[config.mk]
export PLATFORM = sky130hd
export DESIGN_NAME = demux16_1to4_buf
export DESIGN_NICKNAME = d
export VERILOG_FILES = /design/src/rtl/demux16_1to4_buf.sv
export SDC_FILE = /design/constraint.sdc
export NUM_CORES = 1
export LEC_CHECK = 0
export BUFFER_PORTS_ARGS = -buffer_cell sky130_fd_sc_hd__buf_4
export CAP_MARGIN = 20
export CORE_ASPECT_RATIO = 0.9
export CORE_UTILIZATION = 24
export CTS_BUF_LIST = sky130_fd_sc_hd__clkbuf_4 sky130_fd_sc_hd__clkbuf_8
export DETAILED_ROUTE_END_ITERATION = 7
export PLACE_DENSITY = 0.46
export SLEW_MARGIN = 20
export SYNTH_ARGS = -nofsm -noshare
export SYNTH_HDL_FRONTEND = slang
export SYNTH_SLANG_ARGS = --single-unit
[constraint.sdc]
create_clock -name clk -period 2.4 [get_ports clk]
set_clock_uncertainty 0.15 [all_clocks]
set_input_delay 0.12 -clock clk [delete_from_list [all_inputs] [get_ports clk]]
set_output_delay 0.12 -clock clk [all_outputs]
set_load 0.01 [all_outputs]
[src/rtl/demux16_1to4_buf.sv]
// 1-to-4 stream demultiplexer: one source fanned out to four buffered valid/ready sinks,
// each with a one-entry holding register and a wrapping accepted-word counter.
module demux16_1to4_buf #(
   parameter int WIDTH = 16,
   parameter int CNT_W = 8
) (
   input  logic                 clk,
   input  logic                 rst_n,
   input  logic [WIDTH-1:0]     in_data,
   input  logic [1:0]           in_sel,
   input  logic                 in_valid,
   output logic                 in_ready,
   output logic [4*WIDTH-1:0]   out_data,
   output logic [3:0]           out_valid,
   input  logic [3:0]           out_ready,
   input  logic                 cnt_clr,
   output logic [4*CNT_W-1:0]   cnt
);

   typedef enum logic {
      EMPTY = 1'b0,
      FULL  = 1'b1
   } ch_state_e;

   ch_state_e        state_q [4];
   ch_state_e        state_d [4];
   logic [WIDTH-1:0] data_q  [4];
   logic [WIDTH-1:0] data_d  [4];
   logic [CNT_W-1:0] cnt_q   [4];
   logic [CNT_W-1:0] cnt_d   [4];
   logic             accept;
   logic [3:0]       load;
   logic [3:0]       drain;

   always_ff @(posedge clk or negedge rst_n) begin
      if (!rst_n) begin
         for (int unsigned k = 0; k < 4; k++) begin
            state_q[k] <= EMPTY;
            data_q[k]  <= '0;
            cnt_q[k]   <= '0;
         end
      end else begin
         for (int unsigned k = 0; k < 4; k++) begin
            state_q[k] <= state_d[k];
            data_q[k]  <= data_d[k];
            cnt_q[k]   <= cnt_d[k];
         end
      end
   end

   // A full channel still accepts when its sink drains in the same cycle (no bubble).
   always_comb begin
      in_ready = rst_n & ((state_q[in_sel] == EMPTY) | out_ready[in_sel]);
      accept   = in_valid & in_ready;
      load     = '0;
      drain    = '0;
      for (int unsigned k = 0; k < 4; k++) begin
         load[k]    = accept & (in_sel == 2'(k));
         drain[k]   = (state_q[k] == FULL) & out_ready[k];
         state_d[k] = state_q[k];
         data_d[k]  = data_q[k];
         cnt_d[k]   = cnt_q[k];
         if (load[k]) begin
            state_d[k] = FULL;
            data_d[k]  = in_data;
         end else if (drain[k]) begin
            state_d[k] = EMPTY;
         end
         if (cnt_clr) begin
            cnt_d[k] = '0;
         end else if (load[k]) begin
            cnt_d[k] = cnt_q[k] + CNT_W'(1);
         end
      end
   end

   always_comb begin
      out_data  = '0;
      out_valid = '0;
      cnt       = '0;
      for (int unsigned k = 0; k < 4; k++) begin
         out_data[k*WIDTH +: WIDTH] = data_q[k];
         out_valid[k]               = (state_q[k] == FULL);
         cnt[k*CNT_W +: CNT_W]      = cnt_q[k];
      end
   end

endmodule
==> flow_metrics.tcl, run 1 <==
set metrics [dict create \
    tightest_slew_ps 665 \
    path_clk_slew_ps 90 \
    vias 3065 \
    antenna_found_initial 0 \
    drc 0 \
    p_leak_uw 0.00277 \
    ys_ff_latch 100 \
    slew_violations 0 \
    synth-async-reset-ratio_pct 100 \
    diodes 0 \
    grt_use_total_pct 12.4 \
    min_period_over_period_pct 86.8 \
    drive_gt1_share_pct 47.1 \
    final_nets 505 \
    cp.arrival_ps 1810 \
    yosys-top-cells-count "100 x dfrtp_1, 53 x mux2_2, 33 x nor2_1" \
    synth.most_common_cell "dfrtp_1" \
    area_growth_pct 38.3 \
    floorplan.initialDensity_pct 24.6 \
    cp_max_fo 8 \
    drt_wl_total_um 11000 \
    clk_latency_ps 370 \
    io_pins 127 \
    n_fill_cell 1824 \
    synth-seq-area-share_pct 57.8 \
    cts_tree "built" \
    syn-num-nets 351 \
    ctsHtreeMaxLevel 3 \
    die_h_um 129 \
    startpoint_type "flip-flop" \
    synth_cells 321 \
    dp_hpwl_um 7760 \
    synth_top_cell_by_area "dfrtp_1" \
    port_buffers 126 \
    rsz0062_at_grt "false" \
    max_slew_margin_pct 55.7 \
    max-clock-path-buffers 2 \
    chipWidth_um 144 \
    dr.pass1.iters 4 \
    clkSinkCount 100 \
    synth-edff-count 0 \
    numCtsBuffers 9 \
    ir_worst_vdd_mv 0.300 \
    root_buffer "clkbuf_8" \
    avgViaCountPerCell 4.26 \
    maxCapViolCount 0 \
    holdWs_ps 125 \
    fmax_mhz 480 \
    synth_ff_type "dfrtp_1" \
    hold_path_class "in -> reg" \
    grt_max_degree 53 \
    path_class "reg -> out" \
    fp-row-count 46 \
    yosysTopAreaCellShare_pct 57.8 \
    finalCriticalPeriod_ps 2080 \
    syn_area_per_cell_um2 13.5 \
    dr.first_iter.drc_count 81 \
    crit_required_ps 2130 \
    p_per_area_mw_per_mm2 694 \
    yosysWarnings 0 \
    coreArea_mm2 0.0176 \
    cts_resized 0 \
    fin_area_mm2 0.00598 \
    setup_tns_ps 0 \
    die_area_mm2 0.0186 \
    finalSetupViolCount 0 \
    wl_per_cell_um 15.3 \
    hold_viol_final 0 \
    place_area_mm2 0.00556 \
    synth.distinct_cells 36 \
    ant_nets 0 \
    grt_overflow 0 \
    grt_pass1_wl_um 17300 \
    syn_area_mm2 0.00433 \
    status "finished, final reports clean" \
    grt_pass1_vias 3155 \
    end_kind "output port" \
    routabilityCongestion 0.784 \
    synth_area_leaders "dfrtp_1 58%, mux2_2 14%, mux2_4 4.9%" \
]
placed cells by master, fill, tap and decap left out, types with 2 or more instances in the layout:
| master | synthesis | final |
|---|---|---|
| nor4_1 | 12 | 12 |
| nor2_1 | 33 | 33 |
| xnor2_1 | 20 | 20 |
| mux2_2 | 53 | 53 |
| xor2_1 | 4 | 4 |
| nor2b_1 | 9 | 9 |
| clkbuf_8 | 0 | 9 |
| ha_1 | 4 | 4 |
| dfrtp_1 | 100 | 100 |
| dlygate4sd3_1 | 0 | 23 |
| nor3_1 | 5 | 4 |
| mux2_4 | 14 | 14 |
| nand4b_1 | 2 | 2 |
| clkbuf_4 | 0 | 2 |
| nand3_1 | 3 | 3 |
| nand4_1 | 8 | 8 |
| nand2b_1 | 5 | 5 |
| nor4b_1 | 3 | 3 |
| and3_1 | 2 | 2 |
| buf_4 | 2 | 135 |
| nand2_1 | 12 | 12 |
| mux2i_1 | 4 | 4 |
sequential cells by signal, indices dropped and copies added (netlist names):
| register | count |
|---|---|
| out_valid | 4 |
| cnt | 32 |
| out_data | 64 |
worst max-delay path, stage by stage (launching register included):
cell and delay [ps]:
dfrtp_1 350, nor2b_1 530, mux4_2 370, nor2b_1 60
buf_4 140
through the flow:
| step | utilization (%) | cells | worst slack [ps] | total power [uW] |
|---|---|---|---|---|
| floorplan | - | 321 | 427 | 2510 |
| global placement | 31.5 | 681 | 515 | 3050 |
| detailed placement | 31.5 | 681 | 448 | 3070 |
| CTS | 34.0 | 720 | 288 | 4260 |
| global route | 34.0 | 720 | 190 | 4400 |
| finish | 34.0 | 720 | 317 | 4150 |
routing by layer:
layer / track usage (%) / part of all wire [%] / wire (um)
met1: 14.7 / 42 / 4660
met2: 21.1 / 51 / 5570
met3: 4.18 / 5.4 / 595
met4: 4.32 / 1.5 / 160
met5: 0 / 0 / 0
worst paths after layout:
check                               end  slack [ps]          from  cells past startpoint
hold reg to reg            out_data[27]         360  out_data[27]                      1
max in group asynchronous  out_data[26]        1010         rst_n                      4
setup reg to reg                cnt[23]         440  out_valid[2]                      4
setup / recovery               in_ready         320  out_valid[1]                      4
min in group asynchronous       cnt[12]         170         rst_n                      3
hold / removal             out_valid[0]         120     in_sel[0]                      3
what timing repair did:
| item | CTS | global route |
|---|---|---|
| hold endpoints to repair | 140 | 0 |
| setup buffers | 0 | 0 |
| hold buffers | 23 | 0 |
power by group:
part           switching (uW)  internal [uW]
Combinational             394            581
Clock                     594            510
Sequential                142           1930
Total                    1130           3020
kinds of logic after synthesis:
logic type,synth area share (%)
fa+ha+maj,1.16
xor+xnor,4.86
buf+inv,2.25
flops,57.8
compound gates,0.116
simple gates,13.4
mux,20.4
final cells by class:
type | instances | area [um^2] | share of cell area (%)
Clock buffer | 11 | 139 | 2.32
Clock inverter | 5 | 60.1 | 1.00
Multi-Input combinational cell | 206 | 1740 | 29.1
Sequential cell | 100 | 2500 | 41.8
Tap cell | 240 | 300 | 5.02
Timing Repair Buffer | 158 | 1240 | 20.8
Power figures use the tool's default switching activity.
==> run 2: changes to the inputs <==
--- a/config.mk
+++ b/config.mk
@@ -8,9 +8,11 @@
 export BUFFER_PORTS_ARGS = -buffer_cell sky130_fd_sc_hd__buf_4
 export CAP_MARGIN = 20
 export CORE_ASPECT_RATIO = 0.9
+export CORE_MARGIN = 8
 export CORE_UTILIZATION = 24
 export CTS_BUF_LIST = sky130_fd_sc_hd__clkbuf_4 sky130_fd_sc_hd__clkbuf_8
 export DETAILED_ROUTE_END_ITERATION = 7
+export MAX_ROUTING_LAYER = met4
 export PLACE_DENSITY = 0.46
 export SLEW_MARGIN = 20
 export SYNTH_ARGS = -nofsm -noshare
==> run 2 against run 1 <==
Clock power about the same; register-to-register slack got worse by 60 ps; die area increased by 22%; via count decreased by 0.59%; core utilization decreased by 0.15 points; first-iteration DRC count increased by 35%; sequential share of layout area about the same; fmax decreased by 0.32%; power about the same; sequential cell count unchanged; count of clock-buffer cells in the layout increased by 2; setup slack got worse by 6.7 ps; largest power group unchanged; highest routed layer unchanged.
==> flow_metrics.tcl, run 2 (synthesized netlist as in run 1, its figures left out) <==
set metrics [dict create \
    status "finished, final reports clean" \
    vias 3047 \
    finalCriticalPeriod_ps 2090 \
    max-clock-path-buffers 2 \
    grt_use_total_pct 11.2 \
    setup_tns_ps 0 \
    ir_worst_vdd_mv 0.327 \
    pwr-share-seq_pct 49.8 \
    chipWidth_um 158 \
    dp_slack_ps 372 \
    max_stage_delay_ps 480 \
    antenna_found_initial 1 \
    drc 0 \
    layout_commonest_cell "buf_4" \
    cts_resized 0 \
    port_buffers 126 \
    avgViaCountPerCell 4.23 \
    dr.first_iter.drc_count 109 \
    final_cells 720 \
    p_per_area_mw_per_mm2 695 \
    grt_max_degree 70 \
    wl_per_cell_um 16.8 \
    clk_latency_ps 370 \
    coreArea_mm2 0.0177 \
    root_buffer "clkbuf_8" \
    drive_gt1_share_pct 47.0 \
    area_growth_pct 38.1 \
    internal-power_uw 3000 \
    cts_setup_buffers 0 \
    slew_violations 0 \
    die_h_um 143 \
    cpLargestDelayFamily "multiplexers" \
    combPwrFrac_pct 24.0 \
    grt_pass1_vias 3235 \
    fp-row-count 46 \
    rsz0062_at_grt "false" \
    r2r_start "out_valid[2]" \
    ant_nets 0 \
    dp_hpwl_um 8640 \
    p_leak_uw 0.00277 \
    p_switching_uw 1150 \
    hold_buffers 23 \
    cts_tree "built" \
    grt_overflow 0 \
    place_inst 680 \
    clkPwrFrac_pct 26.2 \
    crit_top_cell "nor2b_1" \
    worst-r2r-setup-slack_ps 380 \
    drt_wl_total_um 12100 \
    swShare_pct 27.7 \
    max_slew_margin_pct 40.8 \
    clkSinkCount 100 \
    tightest_slew_ps 888 \
    ctsHtreeMaxLevel 3 \
    end_kind "output port" \
    setup_slack_ps 310 \
    dr.pass1.iters 4 \
    final_cell_mix "134 x buf_4, 100 x dfrtp_1, 53 x mux2_2" \
    hp-start "in_sel[0]" \
    floorplan.initialDensity_pct 24.5 \
    numCtsBuffers 9 \
    min_period_over_period_pct 87.1 \
    cp_max_fo 5 \
    cp.arrival_ps 1820 \
    crit_required_ps 2130 \
    routabilityCongestion 0.751 \
    maxCapViolCount 0 \
    final_nets 504 \
    fmax_mhz 478 \
    grt_pass1_wl_um 18600 \
    path_clk_slew_ps 100 \
    hold_viol_final 0 \
    largest_reg_flops 64 \
    slowest_stage "mux4_2" \
    die_area_mm2 0.0226 \
    path_class "reg -> out" \
    crit_path_cell_trace "nor2b_1 > mux4_2 > nor2b_1 > buf_4" \
    finalSetupViolCount 0 \
    hold_path_class "in -> reg" \
    crit_start "out_valid[0]" \
    crit_buf_inv 1 \
    io_pins 127 \
    startpoint_type "flip-flop" \
]
run 2: routing by layer:
metal  vias up  share of wire, %  track usage, %
met5         -                 0               -
li1       1433                 -               -
met4         0               1.1            3.15
met2        79                49            17.9
met1      1525                43            13.2
met3        10               6.6            3.96
run 2: worst paths after layout:
kind | cells past startpoint | to
max reg2reg | 4 | out_data[40]
min | 3 | out_valid[0]
min reg2reg | 1 | out_data[11]
max in group asynchronous | 3 | out_data[45]
max | 4 | in_ready
min in group asynchronous | 3 | cnt[16]
run 2: power by group through the flow:
stage          logic (uW)  registers [uW]  clock network [uW]
2_1_floorplan         299            2210                   0
3_3_place_gp          980            2090                   0
3_5_place_dp          994            2100                   0
4_1_cts              1030            2070                1170
5_1_grt              1080            2100                1230
6_report              995            2070                1090
run 2: through the flow:
step           hold WS [ps]  area (um^2)  power [uW]  utilization (%)
2_1_floorplan          -326         4330        2510                -
4_1_cts                71.1         5980        4270             33.8
3_5_place_dp            119         5550        3100             31.4
5_1_grt                88.4         5980        4410             33.8
6_report               81.8         5980        4150             33.8
3_3_place_gp            113         5550        3070             31.4
run 2: layout make-up:
| type | instances | area [um^2] |
|---|---|---|
| timing repair buffer | 157 | 1240 |
| fill | 1788 | 11700 |
| clock buffer | 13 | 179 |
| clock inverter | 3 | 18.8 |
| antenna | 1 | 2.50 |
| multi-input combinational | 206 | 1740 |
| tap | 240 | 300 |
| sequential | 100 | 2500 |
run 2: worst reg2reg max path: cells and delay by family, from the launching register on:
kind                   cells  cell delay (ps)
buffers and inverters      1              350
AND/OR/NAND/NOR            2              650
multiplexers               1              400
flip-flops                 1              350
